$ cat src/rtl/masked_array_if.sv
// Bus bundle between the cache controller (master) and masked_array (slave):
// write port with lane masks, combinational read port, flush/busy and parity error hooks.
interface masked_array_if #(
  parameter int WIDTH = 32,
  parameter int IDX_W = 3,
  parameter int GRAN  = 8
);
  localparam int LANES = WIDTH / GRAN;

  logic             flush;
  logic             busy;
  logic             load;
  logic [IDX_W-1:0] windex;
  logic [LANES-1:0] wmask;
  logic [WIDTH-1:0] datain;
  logic [IDX_W-1:0] rindex;
  logic [WIDTH-1:0] dataout;
  logic             valid_out;
  logic             parity_flip;
  logic             parity_err;

  modport master (
    output flush, load, windex, wmask, datain, rindex, parity_flip,
    input  busy, dataout, valid_out, parity_err
  );

  modport slave (
    input  flush, load, windex, wmask, datain, rindex, parity_flip,
    output busy, dataout, valid_out, parity_err
  );
endinterface

$ cat src/rtl/masked_array.sv
// Lane-masked register array with per-entry valid bits, a sequential clear sweep and
// same-cycle write-to-read bypass. Optional per-entry even parity: MASKED_ARRAY_PARITY_EN.
module masked_array #(
  parameter int WIDTH = 32,
  parameter int IDX_W = 3,
  parameter int GRAN  = 8
) (
  input  logic          clk,
  input  logic          rst,
  masked_array_if.slave bus
);
  localparam int LANES = WIDTH / GRAN;
  localparam int DEPTH = 1 << IDX_W;

  typedef enum logic {S_IDLE, S_CLEAR} state_t;

  state_t           state, state_nxt;
  logic [IDX_W-1:0] ptr, ptr_nxt;

  logic [WIDTH-1:0] data_q [DEPTH];
  logic [DEPTH-1:0] valid_q;

  logic             wr_en;
  logic             bypass;
  logic [WIDTH-1:0] wr_data;
  logic [WIDTH-1:0] rd_data;

  function automatic logic [WIDTH-1:0] merge_lanes(input logic [WIDTH-1:0] old_v,
                                                   input logic [WIDTH-1:0] new_v,
                                                   input logic [LANES-1:0] mask);
    logic [WIDTH-1:0] r;
    r = old_v;
    for (int i = 0; i < LANES; i++) begin
      if (mask[i]) r[i*GRAN +: GRAN] = new_v[i*GRAN +: GRAN];
    end
    return r;
  endfunction

  always_ff @(posedge clk) begin
    if (rst) begin
      state <= S_CLEAR;
      ptr   <= '0;
    end else begin
      state <= state_nxt;
      ptr   <= ptr_nxt;
    end
  end

  always_comb begin
    state_nxt = state;
    ptr_nxt   = ptr;
    case (state)
      S_CLEAR: begin
        ptr_nxt = ptr + 1'b1;
        if (ptr == IDX_W'(DEPTH - 1)) state_nxt = S_IDLE;
      end
      default: begin
        if (bus.flush) begin
          state_nxt = S_CLEAR;
          ptr_nxt   = '0;
        end
      end
    endcase
  end

  // User writes only land in IDLE; a flush in the same cycle does not suppress them.
  assign wr_en   = (state == S_IDLE) && bus.load && !rst;
  assign bypass  = (state == S_IDLE) && bus.load && (bus.rindex == bus.windex);
  assign wr_data = merge_lanes(data_q[bus.windex], bus.datain, bus.wmask);

  always_ff @(posedge clk) begin
    if (state == S_CLEAR) begin
      data_q[ptr]  <= '0;
      valid_q[ptr] <= 1'b0;
    end else if (wr_en) begin
      data_q[bus.windex]  <= wr_data;
      valid_q[bus.windex] <= 1'b1;
    end
  end

  always_comb begin
    rd_data       = '0;
    bus.valid_out = 1'b0;
    if (state == S_IDLE) begin
      if (bypass) begin
        rd_data       = merge_lanes(data_q[bus.rindex], bus.datain, bus.wmask);
        bus.valid_out = 1'b1;
      end else begin
        rd_data       = data_q[bus.rindex];
        bus.valid_out = valid_q[bus.rindex];
      end
    end
  end

  assign bus.dataout = rd_data;
  assign bus.busy    = (state == S_CLEAR);

`ifdef MASKED_ARRAY_PARITY_EN
  logic [DEPTH-1:0] par_q;

  // Parity covers the merged entry, so it is valid even after a partial-lane write.
  always_ff @(posedge clk) begin
    if (state == S_CLEAR) begin
      par_q[ptr] <= 1'b0;
    end else if (wr_en) begin
      par_q[bus.windex] <= (^wr_data) ^ bus.parity_flip;
    end
  end

  assign bus.parity_err = bus.valid_out & ~bypass & ((^rd_data) ^ par_q[bus.rindex]);
`else
  logic unused_parity_flip;
  assign unused_parity_flip = bus.parity_flip;
  assign bus.parity_err     = 1'b0;
`endif

endmodule

$ cat src/flat_wrapper.sv
// flat-port wrapper written by rule: the top's interface ports become plain ports
module masked_array_flat 
#(
  parameter int WIDTH = 32,
  parameter int IDX_W = 3,
  parameter int GRAN  = 8
)
  (clk, rst, bus_flush, bus_load, bus_windex, bus_wmask, bus_datain, bus_rindex, bus_parity_flip, bus_busy, bus_dataout, bus_valid_out, bus_parity_err);
  masked_array_if #(.WIDTH(WIDTH), .IDX_W(IDX_W), .GRAN(GRAN)) bus_i ();
  input  logic clk;
  input  logic rst;
  input wire logic [$bits(bus_i.flush)-1:0] bus_flush;
  input wire logic [$bits(bus_i.load)-1:0] bus_load;
  input wire logic [$bits(bus_i.windex)-1:0] bus_windex;
  input wire logic [$bits(bus_i.wmask)-1:0] bus_wmask;
  input wire logic [$bits(bus_i.datain)-1:0] bus_datain;
  input wire logic [$bits(bus_i.rindex)-1:0] bus_rindex;
  input wire logic [$bits(bus_i.parity_flip)-1:0] bus_parity_flip;
  output wire logic [$bits(bus_i.busy)-1:0] bus_busy;
  output wire logic [$bits(bus_i.dataout)-1:0] bus_dataout;
  output wire logic [$bits(bus_i.valid_out)-1:0] bus_valid_out;
  output wire logic [$bits(bus_i.parity_err)-1:0] bus_parity_err;
  assign bus_i.flush = bus_flush;
  assign bus_i.load = bus_load;
  assign bus_i.windex = bus_windex;
  assign bus_i.wmask = bus_wmask;
  assign bus_i.datain = bus_datain;
  assign bus_i.rindex = bus_rindex;
  assign bus_i.parity_flip = bus_parity_flip;
  assign bus_busy = bus_i.busy;
  assign bus_dataout = bus_i.dataout;
  assign bus_valid_out = bus_i.valid_out;
  assign bus_parity_err = bus_i.parity_err;
  masked_array #(.WIDTH(WIDTH), .IDX_W(IDX_W), .GRAN(GRAN)) u_core (.clk(clk), .rst(rst), .bus(bus_i));
endmodule
$ cat config.mk
export PLATFORM = sky130hd
export DESIGN_NAME = masked_array_flat
export DESIGN_NICKNAME = d
export VERILOG_FILES = /design/src/rtl/masked_array_if.sv /design/src/rtl/masked_array.sv /design/src/flat_wrapper.sv
export SDC_FILE = /design/constraint.sdc
export NUM_CORES = 1
export LEC_CHECK = 0
export ABC_CLOCK_PERIOD_IN_PS = 3650
export CAP_MARGIN = 10
export CORE_ASPECT_RATIO = 1.1
export CORE_UTILIZATION = 58
export CTS_BUF_LIST = sky130_fd_sc_hd__clkbuf_16
export DETAILED_ROUTE_END_ITERATION = 10
export GPL_ROUTABILITY_DRIVEN = 0
export HOLD_SLACK_MARGIN = 0.05
export PLACE_DENSITY = 0.81
export SLEW_MARGIN = 20
export SYNTH_ARGS = -nofsm -noshare
export SYNTH_HDL_FRONTEND = slang
export SYNTH_SLANG_ARGS = --single-unit
$ cat constraint.sdc
create_clock -name clk -period 3.65 [get_ports clk]
set_input_delay 0.73 -clock clk [delete_from_list [all_inputs] [get_ports clk]]
set_output_delay 0.73 -clock clk [all_outputs]
set_load 0.1 [all_outputs]
==> results by group, run 1 <==
Run status
  • Status: complete, no violations

Place
  • Placed Area: 13,000 sq um
  • IO buf count: 79
  • Detailed Place HPWL: 15.3 mm
  • Pre-CTS setup slack: 0.0881 ns

Route
  • First drt pass iteration count: 5
  • Total wire length: 24.2 mm
  • Vias post-DR: 6,336
  • Met1 Wirelength: 9.51 mm
  • Met3 WL: 1.94 mm
  • DR WL/cell: 24.2 microns
  • WL met2: 12.3 mm
  • Highest metal used: met4
  • Starting DRT DRC Count: 715
  • Final ANT Viol Nets: 0
  • DRC Markers: 0
  • Vias/cell: 6.34

Yosys
  • Mapped Avg Cell Area: 18.0 sq um
  • Post-synth cell types: 35
  • Syn Nets: 674
  • Synthesis-stage register bit count: 268
  • Seq/Total Area, Yosys: 0.712
  • Yosys warning count: 0
  • Post-Synthesis Cells: 625
  • Synth Cell Area: 11,200 sq um

Global route
  • Total GRT Usage: 0.254
  • First-pass GRT wire length: 37.3 mm
  • Initial antenna violation count: 0
  • Largest net degree at the start of global routing: 55
  • Grt ovf: 0
  • Vias in the first global route: 6,465

Min path
  • Min-delay src: u_core.valid_q[1]$_DFFE_PP_
  • Hold Path End: u_core.valid_q[1]$_DFFE_PP_
  • Worst Hold Path Cells: 2
  • Worst hold path class: reg -> reg

Clocking
  • Num CTS Buffers: 25
  • # Post-CTS Setup Buffers: 0
  • Number of hold buffers added after cts: 0
  • Resize count post-CTS: 0
  • Clock Tree Buf Depth: 3
  • Worst-Skew Late Latency: 0.51 ns
  • Clk pin slew, worst setup/hold paths: 0.07 ns
  • CTS HTree Levels: 1
  • Root Buffer: clkbuf_16
  • TritonCTS clock tree: built
  • CTS sink cnt: 268

Critical path
  • RR Startpoint: u_core.bus.busy$_SDFF_PP1_
  • R2R Path End: u_core.data_q[4][27]$_DFFE_PP_
  • Worst reg2reg path depth: 5
  • Setup Crit Path Kind: in -> out
  • WP data arrival: 2.79 ns
  • R2R Setup Slk: 0.87 ns
  • Critical Path End Type: output port
  • CP required: 2.92 ns
  • Nature of the critical path startpoint: input port
  • CP max FO: 16

Die
  • Die Span X: 135 microns
  • Row count: 53
  • Core Box Area: 19,000 sq um
  • Die area: 20,000 sq um
  • Starting Density: 0.591
  • Die height: 148 microns
  • # IOs: 82

Finish
  • Fin nets: 784
  • Final Util: 0.726
  • Leading cell type in the layout, fill and taps excluded: edfxtp_1
  • Most frequent cells in the layout: edfxtp_1 (264), mux4_2 (66), nor2_1 (54)
  • Design area: 13,800 sq um
  • Layout cells sized above 1: 0.305
  • Area grow syn2layout: 22.9%
  • Diodes inserted: 0

Power
  • Sequential share of power: 0.544
  • Logic gate share of total power: 0.079
  • Switching share of power: 0.215
  • Pleak: 0.00504 uW
  • PD cells: 471 nW/um^2
  • Cell internal pwr: 5110 uW
  • P_sw: 1400 uW
  • Clock Power Share: 0.377
  • Peak VDD IR: 0.000351 V

STA
  • Slew @ Worst Pin: 1.01 ns
  • Final worst slack: 0.127 ns
  • Final setup TNS: 0 ns
  • Fmax: 0.284 GHz
  • Period utilization: 0.965
  • Setup violators final: 0
  • Max Slew Vio Count: 0
  • Slew headroom: 0.323
  • RSZ-0062 raised after global routing: no
  • Final hold violation count: 0
  • Minimum clock period: 3.52 ns
  • Final Skew: 0.0136 ns

Run
  • # Max-Cap Violations: 0
registers in the layout, summed over array words and instances (netlist names):
register         count
u_core.bus.busy      1
u_core.valid_q       8
u_core.ptr           3
u_core.data_q      256
logic make-up (layout without fill, tap and decap cells):
| logic type | after synthesis | count (layout) | synth area share |
|---|---|---|---|
| AOI/OAI and AO/OA | 72 | 72 | 0.0407 |
| xor gates and xnor gates | 3 | 3 | 0.00234 |
| adders and majority gates | 2 | 2 | 0.00222 |
| buffers and inverters | 48 | 176 | 0.0201 |
| DFF | 268 | 268 | 0.712 |
| muxes | 101 | 101 | 0.164 |
| other | 1 | 1 | 0.000333 |
| and+or+nand+nor | 130 | 130 | 0.0584 |
power by group through the flow:
stage	Combinational, uW	Clock (uW)	Sequential (uW)
floorplan	319	0	3580
global placement	494	0	3590
detailed placement	513	0	3600
CTS	516	2480	3540
global route	546	2600	3550
finish	513	2460	3540
Yosys cell counts (all sizes together):
library cell,instances,area share
a211oi,33,0.022
a21oi,18,0.0080
a31oi,2,0.0011
and2,1,0.00056
and3,33,0.019
buf,24,0.012
clkbuf,22,0.0073
conb,1,0.00033
dfxtp,4,0.0071
edfxtp,264,0.70
ha,2,0.0022
inv,2,0.00067
mux2,1,0.0013
mux2i,34,0.031
mux4,66,0.13
nand2,8,0.0027
nand2b,2,0.0011
nor2,55,0.018
nor2b,3,0.0017
nor3,16,0.0071
nor3b,3,0.0020
nor4b,1,0.00078
o21ai,14,0.0062
o21bai,4,0.0027
o31ai,1,0.00067
or2,3,0.0017
or4,5,0.0037
xor2,3,0.0023
area by class of cell:
type                       instances  area, sq um
timing repair buffer             129         1510
clock buffer                      25          626
inverter                           2         7.51
multi-input combinational        309         3210
clock inverter                    20          154
tap                              247          309
sequential                       268         8010
fill                            1079         5210
per-layer routing:
layer  track usage  up-vias
li1              -     2758
met2         0.424      323
met5             0        -
met1         0.360     3212
met3        0.0327       43
met4        0.0685        0
metrics by stage:
step | total power, uW | hold slack, ns | cells
2_1_floorplan | 3900 | 0.537 | 625
3_3_place_gp | 4080 | 0.566 | 955
3_5_place_dp | 4120 | 0.583 | 955
4_1_cts | 6540 | 0.599 | 1000
5_1_grt | 6700 | 0.654 | 1000
6_report | 6510 | 0.606 | 1000
critical path, cell delays in order:
cell,delay (ns)
clkdlybuf4s50_1,0.50
xor2_1,0.22
or4_1,0.55
buf_4,0.24
a211oi_2,0.32
buf_12,0.22
how the worst max path moves through the flow:
stage | startpoint | endpoint | slack [ns] | cells after the start
6_report | bus_windex[1] | bus_dataout[26] | 0.13 | 6
5_1_grt | bus_windex[1] | bus_dataout[26] | 0.08 | 6
3_3_place_gp | bus_windex[1] | bus_dataout[7] | 0.19 | 6
4_1_cts | bus_windex[1] | bus_dataout[26] | 0.15 | 6
3_5_place_dp | rst | u_core.data_q[4][29]$_DFFE_PP_ | 0.09 | 6
2_1_floorplan | bus_rindex[1] | bus_dataout[0] | -0.33 | 6
No activity file was read; power rests on OpenSTA's default activity.
==> run 2: changes to the inputs <==
- ABC_AREA: not set -> 0
- CELL_PAD_IN_SITES_DETAIL_PLACEMENT: not set -> 1
- CELL_PAD_IN_SITES_GLOBAL_PLACEMENT: not set -> 1
- CORE_UTILIZATION: 58 -> 50
- SLEW_MARGIN: 20 -> 25
==> run 2 against run 1 <==
Design area increased by 1.7%. Routed wire length up 21%. Power is 5.1% higher. Via count rose by 4.0%. Critical path type unchanged. Critical endpoint is now bus_dataout[28]. Largest cell class unchanged. Highest routed layer unchanged.
==> results by group, run 2 (same netlist as run 1, synthesis figures left out) <==
Die
  • Die Span X: 145 microns
  • Die area: 23,100 sq um
  • Row count: 57
  • Starting Density: 0.509
  • # IOs: 82
  • Core Box Area: 22,100 sq um
  • Die height: 159 microns

Critical path
  • R2R Setup Slk: 0.99 ns
  • Bufs and invs on worst path: 3
  • Delay-heaviest family, CP: buffers and inverters
  • CP Cell Sequence: clkdlybuf4s50_1, xor2_1, or4_1, buf_4, nor2_1, a211oi_2, buf_12
  • Nature of the critical path startpoint: input port
  • Max incr delay on CP: 0.56 ns
  • CP max FO: 16
  • CP required: 2.92 ns
  • Slowest stage cell, crit path: clkdlybuf4s50_1
  • WP data arrival: 2.86 ns
  • Critical Path End Type: output port
  • Setup Crit Path Kind: in -> out

Finish
  • Area grow syn2layout: 25.0%
  • Max reg flops: 256
  • Area of the multi-input gates: 3220 sq um
  • Top flop regs: u_core.data_q (256), u_core.valid_q (8), u_core.ptr (3)
  • Fillers: 1,901
  • Sequential cell area: 8010 sq um
  • Diodes inserted: 0
  • Layout cells sized above 1: 0.316
  • Reg with most FFs: u_core.data_q
  • Leading cell type in the layout, fill and taps excluded: edfxtp_1
  • Design area: 14,100 sq um
  • Layout Cells excl Fill: 1,057
  • Most frequent cells in the layout: edfxtp_1 (264), mux4_2 (66), buf_4 (56)
  • Fin nets: 793

Clocking
  • Clock Tree Buf Depth: 3
  • Num CTS Buffers: 26
  • CTS HTree Levels: 1
  • Root Buffer: clkbuf_16
  • # Post-CTS Setup Buffers: 0
  • Clk pin slew, worst setup/hold paths: 0.07 ns
  • TritonCTS clock tree: built
  • CTS sink cnt: 268
  • Worst-Skew Late Latency: 0.53 ns
  • Number of hold buffers added after cts: 0

Route
  • First drt pass iteration count: 7
  • Starting DRT DRC Count: 539
  • DRC Markers: 0
  • Final ANT Viol Nets: 0
  • DR WL/cell: 27.7 microns
  • Vias post-DR: 6,587
  • Vias/cell: 6.23
  • Total wire length: 29.3 mm

STA
  • Fmax: 0.278 GHz
  • Slew @ Worst Pin: 1.06 ns
  • RSZ-0062 raised after global routing: no
  • Slew headroom: 0.288
  • Worst hold slack: 0.679 ns
  • Max Slew Vio Count: 0
  • Minimum clock period: 3.59 ns
  • Setup violators final: 0
  • Final worst slack: 0.0579 ns
  • Final hold violation count: 0
  • Period utilization: 0.984
  • Final Skew: 0.0110 ns

Min path
  • Worst hold path class: reg -> reg

Power
  • Pleak: 0.00514 uW
  • Peak VDD IR: 0.000394 V
  • PnR Total Power: 6840 uW
  • PD cells: 487 nW/um^2

Run
  • # Max-Cap Violations: 0

Place
  • Detailed Place HPWL: 18.0 mm
  • IO buf count: 79
  • Placed Cells: 1,011
  • Placed Area: 13,200 sq um
  • Pre-CTS setup slack: 0.0199 ns

Run status
  • Status: complete, no violations

Global route
  • Initial antenna violation count: 0
  • Largest net degree at the start of global routing: 67
  • Grt ovf: 0
  • First-pass GRT wire length: 44.8 mm
  • Vias in the first global route: 7,281
  • Total GRT Usage: 0.261
## run 2: worst register-to-register path, cell delays in order, from the launching register on
cell and delay (ns):
dfxtp_2 0.33, nor3b_2 0.49, buf_4 0.30, a21oi_1 0.12, o21bai_1 0.22, nor2_1 0.82
## run 2: final timing paths
kind,start,endpoint,cells after the start
setup reg to reg,u_core.bus.busy$_SDFF_PP1_,u_core.data_q[0][28]$_DFFE_PP_,5
hold / removal,u_core.valid_q[5]$_DFFE_PP_,u_core.valid_q[5]$_DFFE_PP_,2
hold reg to reg,u_core.valid_q[5]$_DFFE_PP_,u_core.valid_q[5]$_DFFE_PP_,2
setup / recovery,bus_windex[0],bus_dataout[28],7
## run 2: where the power goes
group,internal (uW),switching (uW)
combinational,235,322
clock,1620,1120
sequential,3490,56.6
## run 2: routing by layer
layer	GRT usage	share of wire	vias to the layer above
met5	0	0	-
met4	0.0914	0.026	0
met3	0.0370	0.059	69
met2	0.461	0.53	300
met1	0.330	0.39	3453
li1	-	-	2765
## run 2: timing repair
item | CTS | global route
endpoints found under the hold margin | 0 | 0
resized for setup | 0 | 1
endpoints found under the setup margin | 0 | 16
## run 2: layout make-up
class,instances,area share
inverter,2,0.000534
timing repair buffer,137,0.113
sequential,268,0.569
clock buffer,27,0.0480
multi-input combinational,309,0.229
clock inverter,19,0.0136
tap,295,0.0262
## run 2: stage by stage
step	utilization	setup TNS, ns
2_1_floorplan	-	-9.29
3_3_place_gp	0.597	0
3_5_place_dp	0.597	0
4_1_cts	0.636	0
5_1_grt	0.636	0
6_report	0.636	0
==> edit (settings of run 2) <==
`IDX_W` is set to 3 in 3 places; all go to 2.
--- a/src/rtl/masked_array_if.sv
+++ b/src/rtl/masked_array_if.sv
@@ -2,7 +2,7 @@
 // write port with lane masks, combinational read port, flush/busy and parity error hooks.
 interface masked_array_if #(
   parameter int WIDTH = 32,
-  parameter int IDX_W = 3,
+  parameter int IDX_W = 2,
   parameter int GRAN  = 8
 );
   localparam int LANES = WIDTH / GRAN;
--- a/src/rtl/masked_array.sv
+++ b/src/rtl/masked_array.sv
@@ -2,7 +2,7 @@
 // same-cycle write-to-read bypass. Optional per-entry even parity: MASKED_ARRAY_PARITY_EN.
 module masked_array #(
   parameter int WIDTH = 32,
-  parameter int IDX_W = 3,
+  parameter int IDX_W = 2,
   parameter int GRAN  = 8
 ) (
   input  logic          clk,
--- a/src/flat_wrapper.sv
+++ b/src/flat_wrapper.sv
@@ -2,7 +2,7 @@
 module masked_array_flat 
 #(
   parameter int WIDTH = 32,
-  parameter int IDX_W = 3,
+  parameter int IDX_W = 2,
   parameter int GRAN  = 8
 )
   (clk, rst, bus_flush, bus_load, bus_windex, bus_wmask, bus_datain, bus_rindex, bus_parity_flip, bus_busy, bus_dataout, bus_valid_out, bus_parity_err);
Ports: changed (resized bus_rindex and bus_windex); port bits go from 82 to 80. The function was not compared with the original's and may differ.
==> edit against run 2 <==
- power shrank 38%
- synthesized cell count shrank 33%
- die area shrank 43%
- sequential share of layout area fell by 8.5 points
- cell area down 41%
- critical path depth unchanged
- routed wire length fell by 37%
- synthesized area fell by 44%
- via count decreased by 33%
- setup slack better by 0.035 ns
- sequential cell count shrank 133
- clock skew down 0.0053 ns
==> edit: results <==
# TYPE chip_impl_metric gauge
chip_impl_metric{name="routed_via_density",unit=""} 6.71
chip_impl_metric{name="cts.htree.levels",unit=""} 4
chip_impl_metric{name="path_max_fanout",unit=""} 22
chip_impl_info{name="post_synth_main_area_contributors",value="sky130_fd_sc_hd__edfxtp_1 63%, sky130_fd_sc_hd__mux4_2 10%, sky130_fd_sc_hd__a21oi_1 4.4%, sky130_fd_sc_hd__o31ai_1 3.8%, sky130_fd_sc_hd__nand4_1 3.3%"} 1
chip_impl_metric{name="grt_max_degree",unit=""} 34
chip_impl_metric{name="synth.area.mux_share",unit="%"} 12.2
chip_impl_metric{name="number_of_vias_in_the_routed_layout",unit=""} 4436
chip_impl_metric{name="synth-xor-area-share",unit="%"} 0.554
chip_impl_metric{name="place.detailed.instances",unit=""} 630
chip_impl_metric{name="rr_worst_depth",unit=""} 3
chip_impl_metric{name="finish.utilization",unit="%"} 68.1
chip_impl_info{name="outcome",value="complete, no violations"} 1
chip_impl_metric{name="numCtsBuffers",unit=""} 17
chip_impl_metric{name="grt_util_all_layers",unit="%"} 30.7
chip_impl_metric{name="power_leakage",unit="nW"} 2.84
chip_impl_metric{name="drt_iter0_markers",unit=""} 345
chip_impl_metric{name="synth_edf_count",unit=""} 132
chip_impl_metric{name="pre_cts_slack",unit="ns"} 0.00878
chip_impl_metric{name="placement_cell_area",unit="sq mm"} 0.00773
chip_impl_metric{name="synth.distinct_cells",unit=""} 33
chip_impl_metric{name="syn_nets",unit=""} 465
chip_impl_metric{name="seq_area_frac_synth",unit="%"} 63.7
chip_impl_metric{name="avgRoutedWirePerCell",unit="um"} 28.1
chip_impl_metric{name="netlist.area_leader.share",unit="%"} 62.7
chip_impl_metric{name="compound_gate_fraction_of_synth_area",unit="%"} 9.13
chip_impl_metric{name="fraction_of_layout_cells_with_a_size_suffix_above_1",unit="%"} 31.6
chip_impl_metric{name="crit_path_max_incr_delay",unit="ns"} 0.62
chip_impl_metric{name="grt_pass1_wl",unit="um"} 28400
chip_impl_metric{name="cts-resized-gates",unit=""} 3
## edit: worst paths after layout
check | end | slack (ns)
worst min register to register | u_core.ptr[0] | 0.64
worst max-delay path | bus_dataout[31] | 0.09
worst max register to register | u_core.data_q[0][26] | 0.94
worst min-delay path | u_core.ptr[0] | 0.64
## edit: cell type report
class                           instances  area (sq um)
Clock buffer                           17           425
Timing Repair Buffer                  101          1320
Multi-Input combinational cell        234          2210
Tap cell                              154           193
Clock inverter                         14           111
Fill cell                            1066          3880
Sequential cell                       135          4030
Inverter                                6          22.5
## edit: per-layer routing
layer	routed length [um]	vias to the layer above	GRT usage (%)
li1	-	1874	-
met1	7300	2310	38.4
met2	9880	212	52.1
met3	969	40	6.19
met4	413	0	12.3
met5	0	-	0
## edit: report_power, final
group	total, W	switching (W)	internal (W)	leakage (nW)
combinational	0.000693	0.000430	0.000262	1.30
clock	0.00157	0.000649	0.000922	0.258
sequential	0.00196	0.0000693	0.00189	1.28
